`config.mk`:
```
export PLATFORM = sky130hd
export DESIGN_NAME = mem_dispatcher
export DESIGN_NICKNAME = d
export VERILOG_FILES = /design/src/rtl/mem_dispatcher_pkg.sv /design/src/rtl/mem_dispatcher.sv
export SDC_FILE = /design/constraint.sdc
export NUM_CORES = 1
export LEC_CHECK = 0
export CORE_MARGIN = 1
export CORE_UTILIZATION = 25
export DETAILED_ROUTE_END_ITERATION = 12
export MAX_ROUTING_LAYER = met4
export PLACE_DENSITY_LB_ADDON = 0.15
export SYNTH_ARGS = -nofsm -noshare
export SYNTH_HDL_FRONTEND = slang
export SYNTH_SLANG_ARGS = --single-unit
```
`constraint.sdc`:
```
create_clock -name in_clk -period 3.4 [get_ports in_clk]
set_input_delay 0.34 -clock in_clk [delete_from_list [all_inputs] [get_ports in_clk]]
set_output_delay 0.34 -clock in_clk [all_outputs]
set_load 0.05 [all_outputs]
```
`src/rtl/mem_dispatcher_pkg.sv`:
```
// Shared encodings for the byte-serial memory dispatcher.
// Latency: n/a (types, constants and pure helper functions only).
// Backpressure: n/a.
package mem_dispatcher_pkg;

    // Dispatcher FSM states
    typedef enum logic [1:0] {
        MEM_IDLE  = 2'd0,
        MEM_FETCH = 2'd1,
        MEM_LOAD  = 2'd2,
        MEM_STORE = 2'd3
    } mem_state_t;

    // LSB access size encodings
    localparam logic [1:0] SIZE_BYTE = 2'b00;
    localparam logic [1:0] SIZE_HALF = 2'b01;
    localparam logic [1:0] SIZE_WORD = 2'b10;

    // addr[17:16] value selecting the IO region (0x30000)
    localparam logic [1:0] IO_SEL_DEFAULT = 2'b11;

    // Number of bus bytes for an LSB size code; the unused code is treated as a word
    function automatic logic [2:0] size_bytes(input logic [1:0] size);
        case (size)
            SIZE_BYTE: return 3'd1;
            SIZE_HALF: return 3'd2;
            default:   return 3'd4;
        endcase
    endfunction

    // Replace byte lane idx of a little-endian word
    function automatic logic [31:0] put_byte(input logic [31:0] word,
                                             input logic [1:0]  idx,
                                             input logic [7:0]  b);
        logic [31:0] r;
        r = word;
        r[{idx, 3'b000} +: 8] = b;
        return r;
    endfunction

endpackage

```
`src/rtl/mem_dispatcher.sv`:
```
// Arbitrates fetcher and load/store buffer onto one byte-wide RAM/IO bus, serialising little-endian words.
// Latency: read of N bytes pulses N+1 edges after accept; store of N bytes pulses N edges after accept.
// Backpressure: req_enable low while busy or cooling; in_rdy low freezes everything; full UART buffer stalls IO stores.
module mem_dispatcher
    import mem_dispatcher_pkg::*;
#(
    parameter int         ADDR_W = 32,
    parameter logic [1:0] IO_SEL = IO_SEL_DEFAULT
) (
    input  logic              in_clk,
    input  logic              in_rst,
    input  logic              in_rdy,
    input  logic              in_flush_enable,
    input  logic              in_io_buffer_full,
    output logic [ADDR_W-1:0] out_mem_a,
    output logic [7:0]        out_mem_dout,
    output logic              out_mem_wr,
    input  logic [7:0]        in_mem_din,
    input  logic              in_pc_requesting,
    input  logic [ADDR_W-1:0] in_pc_addr,
    output logic              out_pc_req_enable,
    output logic              out_pc_data_enable,
    output logic [31:0]       out_pc_inst,
    input  logic              in_lsb_requesting,
    input  logic              in_lsb_rw,
    input  logic [1:0]        in_lsb_size,
    input  logic [ADDR_W-1:0] in_lsb_addr,
    input  logic [31:0]       in_lsb_wdata,
    output logic              out_lsb_req_enable,
    output logic              out_lsb_data_enable,
    output logic [31:0]       out_lsb_rdata
);

    mem_state_t        r_state;
    logic              r_cool;      // one idle cycle after completion/flush: fetcher's request level is stale
    logic [2:0]        r_cnt;       // reads: edges since accept minus one; stores: index of byte on the bus
    logic [2:0]        r_len;       // access length in bytes
    logic [31:0]       r_wdata;     // store bytes not yet placed on the bus, next one in [7:0]
    logic [31:0]       r_rbuf;      // read bytes assembled so far
    logic              r_wr;
    logic [ADDR_W-1:0] r_mem_a;
    logic [7:0]        r_mem_dout;
    logic              r_pc_de;
    logic              r_lsb_de;
    logic [31:0]       r_pc_inst;
    logic [31:0]       r_lsb_rdata;

    logic              w_idle_open;
    logic              w_io_stall;
    logic [1:0]        w_cap_idx;
    logic [31:0]       w_rbuf_next;

    assign w_idle_open = (r_state == MEM_IDLE) && !r_cool;
    // IO store waits while the UART cannot take another byte
    assign w_io_stall  = (r_state == MEM_STORE) && (r_mem_a[17:16] == IO_SEL) && in_io_buffer_full;
    // byte on in_mem_din belongs to the address driven one cycle earlier
    assign w_cap_idx   = 2'(r_cnt - 3'd1);
    assign w_rbuf_next = put_byte(r_rbuf, w_cap_idx, in_mem_din);

    assign out_mem_a           = r_mem_a;
    assign out_mem_dout        = r_mem_dout;
    // gated combinationally so a frozen or stalled cycle never repeats a write
    assign out_mem_wr          = r_wr && in_rdy && !w_io_stall;
    assign out_pc_req_enable   = w_idle_open;
    assign out_lsb_req_enable  = w_idle_open;
    assign out_pc_data_enable  = r_pc_de;
    assign out_pc_inst         = r_pc_inst;
    assign out_lsb_data_enable = r_lsb_de;
    assign out_lsb_rdata       = r_lsb_rdata;

    // Dispatcher FSM: arbitration, byte sequencing, data assembly and registered bus/client outputs
    always_ff @(posedge in_clk) begin
        if (in_rst) begin
            r_state     <= MEM_IDLE;
            r_cool      <= 1'b0;
            r_cnt       <= 3'd0;
            r_len       <= 3'd0;
            r_wdata     <= 32'd0;
            r_rbuf      <= 32'd0;
            r_wr        <= 1'b0;
            r_mem_a     <= '0;
            r_mem_dout  <= 8'd0;
            r_pc_de     <= 1'b0;
            r_lsb_de    <= 1'b0;
            r_pc_inst   <= 32'd0;
            r_lsb_rdata <= 32'd0;
        end else if (in_rdy) begin
            r_pc_de  <= 1'b0;
            r_lsb_de <= 1'b0;
            case (r_state)
                MEM_IDLE: begin
                    // a flush restarts the cool period and blocks any same-cycle accept
                    r_cool <= in_flush_enable;
                    if (!in_flush_enable && !r_cool && (in_lsb_requesting || in_pc_requesting)) begin
                        r_cnt  <= 3'd0;
                        r_rbuf <= 32'd0;
                        if (in_lsb_requesting) begin
                            r_mem_a    <= in_lsb_addr;
                            r_len      <= size_bytes(in_lsb_size);
                            r_mem_dout <= in_lsb_wdata[7:0];
                            r_wdata    <= {8'd0, in_lsb_wdata[31:8]};
                            r_wr       <= in_lsb_rw;
                            r_state    <= in_lsb_rw ? MEM_STORE : MEM_LOAD;
                        end else begin
                            r_mem_a    <= in_pc_addr;
                            r_len      <= 3'd4;
                            r_mem_dout <= 8'd0;
                            r_wdata    <= 32'd0;
                            r_wr       <= 1'b0;
                            r_state    <= MEM_FETCH;
                        end
                    end
                end
                MEM_FETCH, MEM_LOAD: begin
                    if (in_flush_enable) begin
                        // speculative read abandoned without a pulse
                        r_state <= MEM_IDLE;
                        r_cool  <= 1'b1;
                        r_wr    <= 1'b0;
                    end else begin
                        if (r_cnt != 3'd0) begin
                            r_rbuf <= w_rbuf_next;
                        end
                        if (r_cnt == r_len) begin
                            r_state <= MEM_IDLE;
                            r_cool  <= 1'b1;
                            if (r_state == MEM_FETCH) begin
                                r_pc_de   <= 1'b1;
                                r_pc_inst <= w_rbuf_next;
                            end else begin
                                r_lsb_de    <= 1'b1;
                                r_lsb_rdata <= w_rbuf_next;
                            end
                        end else begin
                            r_cnt <= r_cnt + 3'd1;
                            // hold the address once all bytes are issued so no extra IO read occurs
                            if ((r_cnt + 3'd1) < r_len) begin
                                r_mem_a <= r_mem_a + ADDR_W'(1);
                            end
                        end
                    end
                end
                MEM_STORE: begin
                    // stores ignore flush: a partially written word must not be left behind
                    if (!w_io_stall) begin
                        if (r_cnt == (r_len - 3'd1)) begin
                            r_state  <= MEM_IDLE;
                            r_cool   <= 1'b1;
                            r_wr     <= 1'b0;
                            r_lsb_de <= 1'b1;
                        end else begin
                            r_cnt      <= r_cnt + 3'd1;
                            r_mem_a    <= r_mem_a + ADDR_W'(1);
                            r_mem_dout <= r_wdata[7:0];
                            r_wdata    <= r_wdata >> 8;
                        end
                    end
                end
            endcase
        end
    end

endmodule
```
## Yosys cells after proc, flatten, opt, wreduce, memory -nomap -nowiden

Index checks and enable logic that the tools add are counted.

- Register bits: 180
- Bits of input ports: 114
- Output and inout port bits: 109
- Word-level logic and storage cells: 127

- Add/sub/neg operators: 5
- Magnitude comparators: 1
- Eq/ne operators: 17
- Shift-type cells: 2
- Mux-type cells: 60
- Bitwise logic cells: 2
- Reductions and logical operators: 27

Operators with widths:

| operator | number |
|---|---|
| 2-to-1 mux 32 bit | 13 |
| case mux 32 bit (2 select lines) | 2 |
| case mux 32 bit (3 select lines) | 1 |
| adder 32 x 1 -> 32 bit (second input constant) | 1 |
| bitwise mux 32 bit | 1 |
| 2-to-1 mux 8 bit | 4 |
| variable shift 8 x 7 -> 32 bit (first input constant) | 1 |
| variable part select 8 x 7 -> 32 bit | 1 |
| AND reduction 5 bit | 6 |
| 2-to-1 mux 24 bit | 1 |
| 2-to-1 mux 1 bit | 19 |
| 2-to-1 mux 3 bit | 6 |
| case mux 8 bit (2 select lines) | 1 |
| inequality test 2 bit (second input constant) | 7 |
| 2-to-1 mux 2 bit | 6 |
| case mux 3 bit (3 select lines) | 1 |
| logical AND 1 bit | 7 |
| negator 5 -> 7 bit | 1 |
| AND reduction 7 bit | 1 |
| equality test 2 bit (second input constant) | 3 |
| equality test 3 bit | 2 |
| case mux 1 bit (3 select lines) | 2 |
| case mux 2 bit (3 select lines) | 1 |
| case mux 3 bit (2 select lines) | 1 |
| other kinds (18) | 25 |

## Longest topological paths before layout

- Word-level depth: 7
- Gate-level depth with buffers: 9

## Least setup slack after synthesis

No wires, ideal clock.

- Kind: register to register
- Start point: register r_cnt[0]
- End point: register r_mem_a[31] (netlist: out_mem_a[31])
- Arrival: 2.313 ns
- Path slack: 1.007 ns
- Cell stages (with the launch flop): 10
- Path buffers: 1
- Clock period less this slack: 2.393 ns
- Path through: dfxtp_1 -> inv_1 -> ha_1 -> ha_1 -> nand2_1 -> o21ai_0 -> a21o_1 -> clkbuf_1 -> o21ai_0 -> a41oi_1

- Longest elaborated chain between the ends: 4

RTL lines:

| item | line | source |
|---|---|---|
| start, declared | mem_dispatcher.sv:36 | `logic [2:0] r_cnt;` |
| start signal, assigned | mem_dispatcher.sv:135 | `r_cnt <= r_cnt + 3'd1;` |
| start signal, assigned | mem_dispatcher.sv:152 | `r_cnt <= r_cnt + 3'd1;` |
| adder 3 x 1 -> 3 bit | mem_dispatcher.sv:137 | `if ((r_cnt + 3'd1) < r_len) begin` |
| < comparator 3 bit | mem_dispatcher.sv:137 |  |
| inequality test 2 bit (no source line) | -- |  |
| AND reduction 7 bit (no source line) (*) | -- |  |
| end signal, assigned | mem_dispatcher.sv:105 | `r_mem_a <= in_pc_addr;` |
| end signal, assigned | mem_dispatcher.sv:138 | `r_mem_a <= r_mem_a + ADDR_W'(1);` |
| end signal, assigned | mem_dispatcher.sv:153 | `r_mem_a <= r_mem_a + ADDR_W'(1);` |
| end, declared | mem_dispatcher.sv:41 | `logic [ADDR_W-1:0] r_mem_a;` |

Mark *: on every way between the ends. The rest lies on a longest branch, timed or not.
A chain may end at the register's enable or synchronous reset.

## Worst setup path in the final report

Same ends and word-level chain as after synthesis.

==> results.py <==
metrics = {
    "synth": {
        "yosysWarnings": 0,
        "yosysSeqAreaShare_pct": 40.82,
        "syn-mean-instance-area_um2": 8.336,
        "synth_xor_xnor_area_share_pct": 0.6823,
        "synth_top_family_by_area": "compound AO/OA/AOI/OAI gates",
        "synth_top_area_cell": "dfxtp_1",
        "synth_fa_ha_area_share_pct": 2.077,
        "synth_nets": 1140,
        "async_flop_share_pct": 0,
        "ys_types": 60,
        "synthTopCellsByCount": "dfxtp_1, nor2_1, a21oi_1",
        "synth_area_leaders": "dfxtp_1, a211oi_1, nor2_1",
        "yosysMostFrequentCell": "dfxtp_1",
        "synth-simple-area-share_pct": 22.99,
        "postSynthCellCount": 1012,
        "synth_compound_area_share_pct": 23.97,
        "synth_edf_count": 0,
        "synth_top_area_share_pct": 40.82,
        "yosys-mux-area-fraction_pct": 4.554,
        "synthFlopType": "dfxtp_1",
        "syn-cell-area_mm2": 0.008436,
        "ys_ff_latch": 172,
    },
    "placed_design": {
        "dpl_cell_area_mm2": 0.01115,
        "place_inst": 1613,
        "portBuffers": 222,
        "globalplace.congestion": 0.7903,
        "place_hpwl_um": 19310,
    },
    "setup_path": {
        "startpoint_type": "register",
        "worstPathRequired_ns": 3.77,
        "path_cells": "inv_1 > ha_1 > ha_1 > nand2_1 > o21ai_0 > a21o_1 > buf_4 > or4_1 > a41oi_1",
        "cp_common_cell": "ha_1",
        "critPathCaptureType": "register",
        "critPathLaunch": "r_cnt[0]$_SDFFE_PP0P_",
        "path_delay_family": "adder cells",
        "crit_slowest_cell": "dfxtp_1",
        "crit_buf_inv": 2,
        "r2r-start": "r_cnt[0]$_SDFFE_PP0P_",
        "timing_worst_setup_path_type": "register to register",
        "crit_arrival_ns": 3.32,
        "critical_path.max_fanout": 12,
        "cpPeakStageDelay_ns": 0.55,
    },
    "timing": {
        "maxSlewHeadroom_pct": 47.12,
        "grt_setup_unrepaired": "no",
        "fin_crit_ns": 2.943,
        "finalMaxSlewViolations": 0,
        "worst_slew_pin_slew_ns": 0.7902,
        "timing.fmax_ghz": 0.3398,
        "fin_crit_sh_pct": 86.56,
        "fin_skew_ns": 0.02248,
        "fin_setup_tns_ns": 0,
        "hold_viol_final": 0,
        "fin_hold_ws_ns": 0.2568,
        "setup_violations": 0,
    },
    "final_layout": {
        "fin_cells": 1645,
        "fin_nets": 1318,
        "syn2layout_area_growth_pct": 39.42,
        "design_area_mm2": 0.01176,
        "multi_input_area_mm2": 0.004618,
        "drive_above_1_share_pct": 7.232,
        "diodes": 0,
        "fillCellCount": 3512,
        "regArea_mm2": 0.003443,
    },
    "floorplanning": {
        "rows": 66,
        "start_util_pct": 25.67,
        "core-area_mm2": 0.03287,
        "ios": 223,
        "die_y_um": 185.7,
        "die_x_um": 185.7,
        "dieArea_mm2": 0.03448,
    },
    "cts": {
        "clockBufferDepth": 2,
        "htreeDepth": 4,
        "cts_setup_buffers": 0,
        "clk-insertion-delay-late_ns": 0.45,
        "cts_tree": "yes",
        "cts_sinks": 172,
        "hold_buffers": 0,
        "path_clk_slew_ns": 0.09,
        "root_buffer": "clkbuf_16",
        "cts_buffers": 17,
        "cts.repair.resized": 0,
    },
    "drt": {
        "drtIter0Drc": 452,
        "dr.pass1.iters": 4,
        "wl_um": 28970,
        "routed_via_density": 4.995,
        "remaining_drc_errors": 0,
        "via_count": 8217,
        "wl_per_cell_um": 17.61,
        "ant_nets": 0,
    },
    "global_routing": {
        "antenna_found_initial": 0,
        "grt_pass1_wl_um": 45730,
        "grt_pass1_vias": 8023,
        "grt_max_degree": 92,
        "grtUsageTotal_pct": 17.36,
        "grt_overflow": 0,
    },
    "hold_path": {
        "min_from": "in_rst",
        "hold_path_class": "input port to register",
    },
    "power": {
        "power.leakage_nw": 3.971,
        "power.internal_mw": 3.644,
        "powerDensity_mw_per_mm2": 476.4,
        "pwr-share-clk_pct": 36.0,
        "power.switching_mw": 1.959,
        "p_sw_share_pct": 34.97,
        "p_seq_share_pct": 39.7,
        "finalPower_mw": 5.603,
        "ir_drop_uv": 289.4,
        "p_comb_share_pct": 24.3,
    },
    "status": {
        "status": "complete, no violations",
    },
    "run": {
        "cap_violations": 0,
    },
}
## metal layers
layer / up-vias / track usage, % / wire length, um
met5: - / - / 0
met4: 0 / 4.262 / 301
met3: 20 / 2.524 / 984
met2: 183 / 26.45 / 13200
met1: 3905 / 23.94 / 14490
li1: 4109 / - / -
## logic make-up (layout without fill, tap and decap cells)
logic type,Yosys count,after routing
AO/OA/AOI/OAI,299,299
XOR/XNOR,5,5
adder cells (fa/ha/maj),14,14
buffers and inverters,105,296
flip-flops,172,172
multiplexers,37,37
AND/OR/NAND/NOR,380,380
## state kept, by name (all words and copies together) (netlist names)
register and flops:
out_lsb_data_enable 1, out_lsb_rdata 32, out_mem_a 32, out_mem_dout 8
out_pc_data_enable 1, out_pc_inst 32, r_cnt 3, r_cool 1
r_len 3, r_rbuf 32, r_state 2, r_wdata 24
r_wr 1
## worst register-to-register path, stage by stage (launching register included)
cell	delay, ns
dfxtp_1	0.55
inv_1	0.15
ha_1	0.40
ha_1	0.31
nand2_1	0.06
o21ai_0	0.14
a21o_1	0.36
buf_4	0.26
or4_1	0.47
a41oi_1	0.20
## per-stage QoR
stage	util (%)	worst slack, ns
2_1_floorplan	-	1.007
6_report	35.79	0.4569
3_3_place_gp	33.94	0.5431
3_5_place_dp	33.94	0.4518
5_1_grt	35.79	0.1556
4_1_cts	35.79	0.4579
## power groups by stage
stage | logic [mW] | registers, mW | clock network [mW]
floorplan | 0.587 | 2.50 | 0
global placement | 1.37 | 2.27 | 0
detailed placement | 1.37 | 2.27 | 0
CTS | 1.37 | 2.23 | 2.09
global route | 1.47 | 2.24 | 2.18
finish | 1.36 | 2.23 | 2.02
## layout make-up
type | count | area share (%)
multi-input combinational | 735 | 39.27
sequential | 172 | 29.28
timing repair buffer | 247 | 21.05
tap | 442 | 4.702
clock buffer | 18 | 3.734
clock inverter | 14 | 1.426
inverter | 17 | 0.5426
## path summary, 6_finish.rpt
kind,to,depth (start not counted),slack (ns)
min reg2reg,r_rbuf[4]$_SDFFE_PP0P_,2,0.45
max,out_mem_a[31]$_SDFFE_PP0P_,9,0.46
min,r_wr$_SDFFE_PP0P_,2,0.26
max reg2reg,out_mem_a[31]$_SDFFE_PP0P_,9,0.46
## placed cells by master (no fill, tap or decap), types with 12 or more instances in the layout
master / netlist / final
a21oi_1: 96 / 96
o31ai_1: 21 / 21
nand3_1: 26 / 26
nand2_1: 65 / 65
and3_1: 13 / 13
nor2b_1: 35 / 34
buf_4: 1 / 21
nand3b_1: 33 / 33
nor3_1: 30 / 29
o21ai_0: 16 / 16
nor2_1: 129 / 129
clkbuf_16: 0 / 17
a31oi_1: 17 / 17
ha_1: 14 / 13
a221oi_1: 23 / 23
mux2i_1: 26 / 26
a211oi_1: 75 / 75
inv_1: 16 / 16
nand4_1: 12 / 12
clkdlybuf4s50_1: 0 / 218
dfxtp_1: 172 / 172
No activity file was read; power rests on OpenSTA's default activity.
